===== src/rtl/pipe_ctrl_pkg.sv =====
// Shared types and constants for the pipeline hazard controller.
package pipe_ctrl_pkg;

    localparam int unsigned REG_ADDR_W = 5;
    localparam logic [REG_ADDR_W-1:0] ZERO_REG = 5'd0;

    typedef enum logic {
        RUN     = 1'b0,
        MD_BUSY = 1'b1
    } ctrl_state_t;

    // True when a Decode source operand actually reads the register that Execute writes.
    // x0 is hardwired to zero, so it can never create a dependency.
    function automatic logic reg_hit(
        input logic                  use_src,
        input logic [REG_ADDR_W-1:0] src,
        input logic [REG_ADDR_W-1:0] dst
    );
        return use_src && (src == dst) && (dst != ZERO_REG);
    endfunction

endpackage


===== src/rtl/sat_counter.sv =====
// Saturating up-counter for performance monitoring; it sticks at all-ones instead of wrapping.
module sat_counter #(
    parameter int unsigned W = 32
) (
    input  logic         clk,
    input  logic         rst_n,
    input  logic         inc,
    output logic [W-1:0] count
);

    // Count one per cycle with inc asserted, holding once every bit is set.
    always_ff @(posedge clk or negedge rst_n) begin
        if (!rst_n) begin
            count <= '0;
        end else if (inc && (count != {W{1'b1}})) begin
            count <= count + W'(1);
        end
    end

endmodule


===== src/rtl/pipe_hazard_ctrl.sv =====
// Hazard and sequencing controller for the 5-stage core: drives PC / IF-ID / ID-EX
// enables and flushes from branch, mul/div, load-use and fetch-wait events.
module pipe_hazard_ctrl
    import pipe_ctrl_pkg::*;
#(
    parameter int unsigned MD_LATENCY = 4,
    parameter int unsigned CNT_W      = 32
) (
    input  logic             clk,
    input  logic             rst_n,
    input  logic [4:0]       id_rs1,
    input  logic [4:0]       id_rs2,
    input  logic             id_use_rs1,
    input  logic             id_use_rs2,
    input  logic [4:0]       ex_rd,
    input  logic             ex_is_load,
    input  logic             ex_is_muldiv,
    input  logic             ex_branch_taken,
    input  logic             imem_ready,
    output logic             pc_en,
    output logic             ifid_en,
    output logic             ifid_flush,
    output logic             idex_flush,
    output logic             ex_hold,
    output logic [CNT_W-1:0] stall_cnt,
    output logic [CNT_W-1:0] flush_cnt
);

    // The RUN cycle that sees the mul/div is its first Execute cycle, so the busy
    // countdown starts two short of the full latency (one for RUN, one for the exit cycle).
    localparam int unsigned MD_W = (MD_LATENCY > 2) ? $clog2(MD_LATENCY) : 1;
    localparam logic [MD_W-1:0] MD_INIT = MD_W'(MD_LATENCY - 2);

    ctrl_state_t     state;
    ctrl_state_t     state_next;
    logic [MD_W-1:0] md_cnt;
    logic [MD_W-1:0] md_cnt_next;
    logic            load_use;
    logic            flush_inc;
    logic            stall_inc;

    // Load-use compare: a load in Execute whose result is read by the instruction in Decode.
    always_comb begin
        load_use = ex_is_load &&
                   (reg_hit(id_use_rs1, id_rs1, ex_rd) || reg_hit(id_use_rs2, id_rs2, ex_rd));
    end

    // State and mul/div countdown register; reset drops straight back to RUN.
    always_ff @(posedge clk or negedge rst_n) begin
        if (!rst_n) begin
            state  <= RUN;
            md_cnt <= '0;
        end else begin
            state  <= state_next;
            md_cnt <= md_cnt_next;
        end
    end

    // Next-state and control outputs; RUN resolves events in branch > mul/div > load-use > fetch-wait order.
    always_comb begin
        pc_en       = 1'b1;
        ifid_en     = 1'b1;
        ifid_flush  = 1'b0;
        idex_flush  = 1'b0;
        ex_hold     = 1'b0;
        flush_inc   = 1'b0;
        state_next  = state;
        md_cnt_next = md_cnt;
        case (state)
            RUN: begin
                if (ex_branch_taken) begin
                    ifid_flush = 1'b1;
                    idex_flush = 1'b1;
                    flush_inc  = 1'b1;
                end else if (ex_is_muldiv) begin
                    pc_en       = 1'b0;
                    ifid_en     = 1'b0;
                    ex_hold     = 1'b1;
                    state_next  = MD_BUSY;
                    md_cnt_next = MD_INIT;
                end else if (load_use) begin
                    pc_en      = 1'b0;
                    ifid_en    = 1'b0;
                    idex_flush = 1'b1;
                end else if (!imem_ready) begin
                    pc_en      = 1'b0;
                    ifid_flush = 1'b1;
                end
            end
            MD_BUSY: begin
                if (md_cnt != '0) begin
                    pc_en       = 1'b0;
                    ifid_en     = 1'b0;
                    ex_hold     = 1'b1;
                    md_cnt_next = md_cnt - MD_W'(1);
                end else begin
                    state_next = RUN;
                end
            end
            default: begin
                state_next = RUN;
            end
        endcase
    end

    // Performance counter increment strobes.
    always_comb begin
        stall_inc = ~pc_en;
    end

    sat_counter #(.W(CNT_W)) u_stall_cnt (
        .clk   (clk),
        .rst_n (rst_n),
        .inc   (stall_inc),
        .count (stall_cnt)
    );

    sat_counter #(.W(CNT_W)) u_flush_cnt (
        .clk   (clk),
        .rst_n (rst_n),
        .inc   (flush_inc),
        .count (flush_cnt)
    );

endmodule


===== config.mk =====
export PLATFORM = sky130hd
export DESIGN_NAME = pipe_hazard_ctrl
export DESIGN_NICKNAME = d
export VERILOG_FILES = /design/src/rtl/pipe_ctrl_pkg.sv /design/src/rtl/sat_counter.sv /design/src/rtl/pipe_hazard_ctrl.sv
export SDC_FILE = /design/constraint.sdc
export NUM_CORES = 1
export LEC_CHECK = 0
export BUFFER_PORTS_ARGS = -buffer_cell sky130_fd_sc_hd__buf_2
export CORE_AREA = 2 2 134 71
export DETAILED_ROUTE_END_ITERATION = 8
export DIE_AREA = 0 0 136 73
export PLACE_DENSITY = 0.68
export SYNTH_ARGS = -nofsm -noshare
export SYNTH_HDL_FRONTEND = slang
export SYNTH_SLANG_ARGS = --single-unit

===== constraint.sdc =====
create_clock -name clk -period 2.7 [get_ports clk]
set_clock_uncertainty 0.05 [all_clocks]
set_input_delay 0.405 -clock clk [delete_from_list [all_inputs] [get_ports clk]]
set_output_delay 0.405 -clock clk [all_outputs]
set_load 0.03 [all_outputs]

# Word level (Yosys, flattened, before mapping)
# Index checks and enable logic that the tools add are counted.
# totals
elab_cells	56
ff_bits	67
inputBits	23
# op_classes
n_eq_ne	7
bitwise	2
add_sub_neg	3
mux	29
n_reduce_logical	11
# ops
cell	n
$add 32x1->32 const B	2
$ne 32x32->1 const B	2
$mux 1	22
$eq 5x5->1	2
$logic_and 1x1->1	7
$mux 2	3
$pmux 1 s2	3
$reduce_bool 5->1	1
$ne 2x2->1 const B	2
$pmux 2 s2	1
$reduce_and 3->1	1
$ne 2x1->1 const B	1
$not 1->1	2
$reduce_bool 2->1	1
$sub 2x1->2 const B	1
$logic_or 1x1->1	1

# Logic depth before layout (Yosys ltp)
# logic_depth
depth_word	11
mapped_depth	9
ltp_nobuf	8

# Modules after synthesis
# From an unflattened synthesis, not the netlist that was laid out.
# hier_totals
cells_unflattened	345
area_unflattened_um2	3584.7
# by_module_without_submodules
module	n_inst	area_per_inst_um2	cells_each
sat_counter	2	1624.1	151
pipe_hazard_ctrl	1	336.6	43

# Least setup slack after synthesis
# No wires, ideal clock.
# synth_path
path_kind	input to output
startpoint	input ex_rd[1]
endpoint	output ifid_flush
setup_slack_ns	0.245
stages	5
arrival_ns	2.000
required_ns	2.245
cell_sequence	or4_1 o21ai_1 nor2b_1 or3_1 a21oi_1
# synth_via
elab_chain_cells	9
word_cells_on_any_way	13
cone_classes	eq/ne (2); mux (4); reduce/logical (7)
# synth_lines
item	line_no	text
start, declared	pipe_hazard_ctrl.sv:15	input logic [4:0] ex_rd,
$eq 5x5->1	pipe_ctrl_pkg.sv:19	return use_src && (src == dst) && (dst != ZERO_REG);
$logic_and 1x1->1 (2 in a row)	pipe_ctrl_pkg.sv:19	
$logic_or 1x1->1 (*)	pipe_hazard_ctrl.sv:45	(reg_hit(id_use_rs1, id_rs1, ex_rd) || reg_hit(id_use_rs2, id_rs2, ex_rd));
$logic_and 1x1->1 (*)	pipe_hazard_ctrl.sv:44	load_use = ex_is_load &&
$mux 1 (*)	pipe_hazard_ctrl.sv:81	end else if (load_use) begin
$mux 1 (*)	pipe_hazard_ctrl.sv:75	end else if (ex_is_muldiv) begin
$mux 1 (*)	pipe_hazard_ctrl.sv:71	if (ex_branch_taken) begin
$mux 1 (*)	pipe_hazard_ctrl.sv:69	case (state)
end, declared	pipe_hazard_ctrl.sv:22	output logic ifid_flush,
# Every way passes the cells marked *; elsewhere a longest branch is shown, timed or not.

# Final worst setup path
# Ends and elaborated chain as after synthesis.

==> results.md <==
* Run status: finished, final reports clean
* Global-route wire length before repair at roughly 13 mm
* Total Wirelength at 8.09 mm
* Post-cts resize count at 0
* Clock root buffer: clkbuf_16
* Cell Area, Synth at between 0.003 and 0.004 mm2
* Final HPWL DP at approximately 6.2 mm
* RSZ-0062 raised after global routing: false
* CP peak stage delay at around 520 ps
* Cell breakdown of the critical path: buf_2 -> or4_1 -> o21ai_1 -> nor2b_1 -> or3_1 -> a21oi_1 -> buf_2
* Die ar. at 0.00993 mm2
* Filler cell count in the final layout at between 800 and 900
* Via count at between 2k and 3k
* Post-route clock period utilization at 0.940
* Largest fanout on the critical path at 3
* DR iter-0 viols at around 120
* Most frequent CP cell: buf_2
* Total GRT Usage at 0.169
* Vias in the first global route at around 2.5k
* Mapped Cells at 334
* Clock latency on the worst-skew pair at roughly 320 ps
* Ys flop type: dfrtp_1
* Fin. Hold Viols at 0
* P_leak at 2.21 nW
* Clk pwr share at 0.356
* Final setup TNS at 0 ps
* Slew Limit Headroom at 0.578
* Final setup vio count at 0
* Measured slew at the worst slew-check pin at 632 ps
* Final min period at 2540 ps
* Synth Warn # at 0
* Clk sinks at 67
* CTS Hold Bufs at 0
* Max Fclk at slightly below 0.4 GHz
* Synth unique cells at 37
* Worst path slowest cell: or4_1
* WP data arrival at between 2000 and 2500 ps
* Synthesized flop and latch total at between 60 and 70
* GRT overflow at 0
* Comb power frac at 0.281
* Crit Path Class: in -> out
* Die extent in y at ~73 um
* R2R Path Start: u_stall_cnt.count[0]$_DFFE_PN0P_
* Die width at around 140 um
* Diodes inserted at 0
* IO buf count at 91
* Largest net degree at the start of global routing at 42
* Number of vias per cell at slightly below 5
* Average size of a mapped cell at around 10 um2
* Required @ worst endpoint at between 2000 and 2500 ps
* Post-CTS setup buffers at 0
* Fin util at 0.485
* Layout cell share with drive strength beyond 1 at 0.270
* Io pins at between 90 and 100
* Inserted Clock Buffers at 9
* Syn_nets at 360
* Drt wl/cell at 14.4 um
* Gp weighted congestion at 0.811
* Clk buf depth at 2
* Antenna viol nets, final at 0
* Max-cap viol count at 0
* DRC violations left at 0
* Crit. Startpoint: ex_rd[1]
* Startpoint types: primary input
* P_sw at 0.00120 W
* Starting Density at 0.378
* Pwr dens at between 800 and 900 mW/mm2
* Path depth of the worst reg2reg path at 7
* Reg clk slew, reported paths at 50 ps
* Placeable Area at about 0.0089 mm2
* HP Class: in -> async
* Pre-Repair DR Iteration Count at 5
* H-tree depth at 3
* Nets at ~460
* Setup crit end kind: output pin
* Rows at 25
* Switching share of power at 0.341
* Flop pwr share at 0.363
* Final Max Tran Viols at 0
* Pint at ~0.0023 W
* Async SR Flop Fraction at 1.00
* Initial antenna violation count at 0
* Area grow syn2layout at 28.1%
* CTS tree: done
* Worst IR Drop VDD at ~0.00047 V
* Number of flops mapped to enable cells by yosys at 0
* Sequential-to-total area share from yosys stat at 0.495
## per-stage QoR
| step | power, W | std cells | cell area, um2 | setup slack (ps) | hold slack [ps] |
|---|---|---|---|---|---|
| floorplan | 0.00196 | 334 | 3390 | 245 | 59.4 |
| global placement | 0.00225 | 548 | 4020 | 155 | 411 |
| detailed placement | 0.00228 | 548 | 4020 | 177 | 413 |
| CTS | 0.00355 | 562 | 4340 | 166 | 64.0 |
| global route | 0.00370 | 562 | 4340 | 46.1 | 87.3 |
| finish | 0.00351 | 562 | 4340 | 162 | 49.8 |
## final timing paths
| check | slack (ps) | to |
|---|---|---|
| worst max-delay path | 160 | ifid_flush |
| worst min-delay path | 50 | u_flush_cnt.count[14]$_DFFE_PN0P_ |
| worst max register to register | 420 | u_stall_cnt.count[1]$_DFFE_PN0P_ |
| worst min register to register | 430 | md_cnt[0]$_DFFE_PN0P_ |
| max in group asynchronous | 1910 | u_flush_cnt.count[24]$_DFFE_PN0P_ |
| min in group clk | 360 | state$_DFF_PN0_ |
## final cells by class
class                   count  area [um2]  area share
multi-input cells         246        1600       0.369
clock buffers              12         256      0.0591
inverters                  16        60.1      0.0138
flip-flops and latches     67        1680       0.387
well taps                 121         151      0.0349
clock inverters             2        60.1      0.0138
repair buffers             98         533       0.123
## cells by family (layout without fill, tap and decap cells)
group / count (synthesis) / in the layout / synth area share
xor gates and xnor gates: 72 / 72 / 0.188
adders and majority gates: 3 / 3 / 0.0111
AOI/OAI and AO/OA: 10 / 10 / 0.0188
DFF: 67 / 67 / 0.495
and+or+nand+nor: 158 / 158 / 0.244
muxes: 3 / 3 / 0.0107
buffers and inverters: 21 / 128 / 0.0321
## sequential cells by signal (all words and copies together), names as in the netlist
| signal | cells |
|---|---|
| u_flush_cnt.count | 32 |
| state | 1 |
| md_cnt | 2 |
| u_stall_cnt.count | 32 |
## Yosys cell counts, types with 2 or more instances
cell,count,share of area
dfrtp_1,67,0.50
nand2_1,32,0.035
nor2b_1,5,0.0092
inv_1,16,0.018
and2_1,3,0.0055
a31oi_1,2,0.0037
xnor2_1,34,0.088
and4_1,2,0.0052
or4_1,2,0.0044
xor2_1,37,0.096
buf_6,4,0.013
nand4bb_1,2,0.0067
nand3_1,24,0.035
nand4b_1,2,0.0052
nor4_1,6,0.011
and3_1,7,0.013
nor3_1,16,0.024
ha_1,3,0.011
nand4_1,15,0.028
nor2_1,34,0.038
nand2b_1,3,0.0055
a21oi_1,3,0.0044
## layout by cell type (no fill, tap or decap), drive strengths merged, types with 3 or more instances in the layout
master	count
clkbuf	12
nand2	32
xnor2	35
nor4	7
nor2	34
and3	7
nor2b	5
buf	98
ha	3
inv	16
nand4	16
xor2	37
dfrtp	67
nor3	17
nand3	24
and2	3
a21oi	3
nand2b	3
## layer usage
metal  global-route usage  up-vias  routed length [um]
met5                    0        -                   0
met4               0.0567        0                 141
met3               0.0493       13                 435
met2                0.230       70                3250
met1                0.254     1285                4260
li1                     -     1339                   -
## power groups by stage
stage                     logic, W  registers [W]  clock network (W)
after floorplan           0.000515        0.00144                  0
after global placement    0.000974        0.00128                  0
after detailed placement  0.000994        0.00129                  0
after CTS                 0.000997        0.00127            0.00128
after global routing       0.00108        0.00130            0.00133
final                     0.000987        0.00128            0.00125
## worst max-delay path: cells and delay by family
kind                   cells  cell delay, ps
AND/OR/NAND/NOR            3             940
AO/OA/AOI/OAI              2             390
buffers and inverters      2             350
Power figures use the tool's default switching activity.
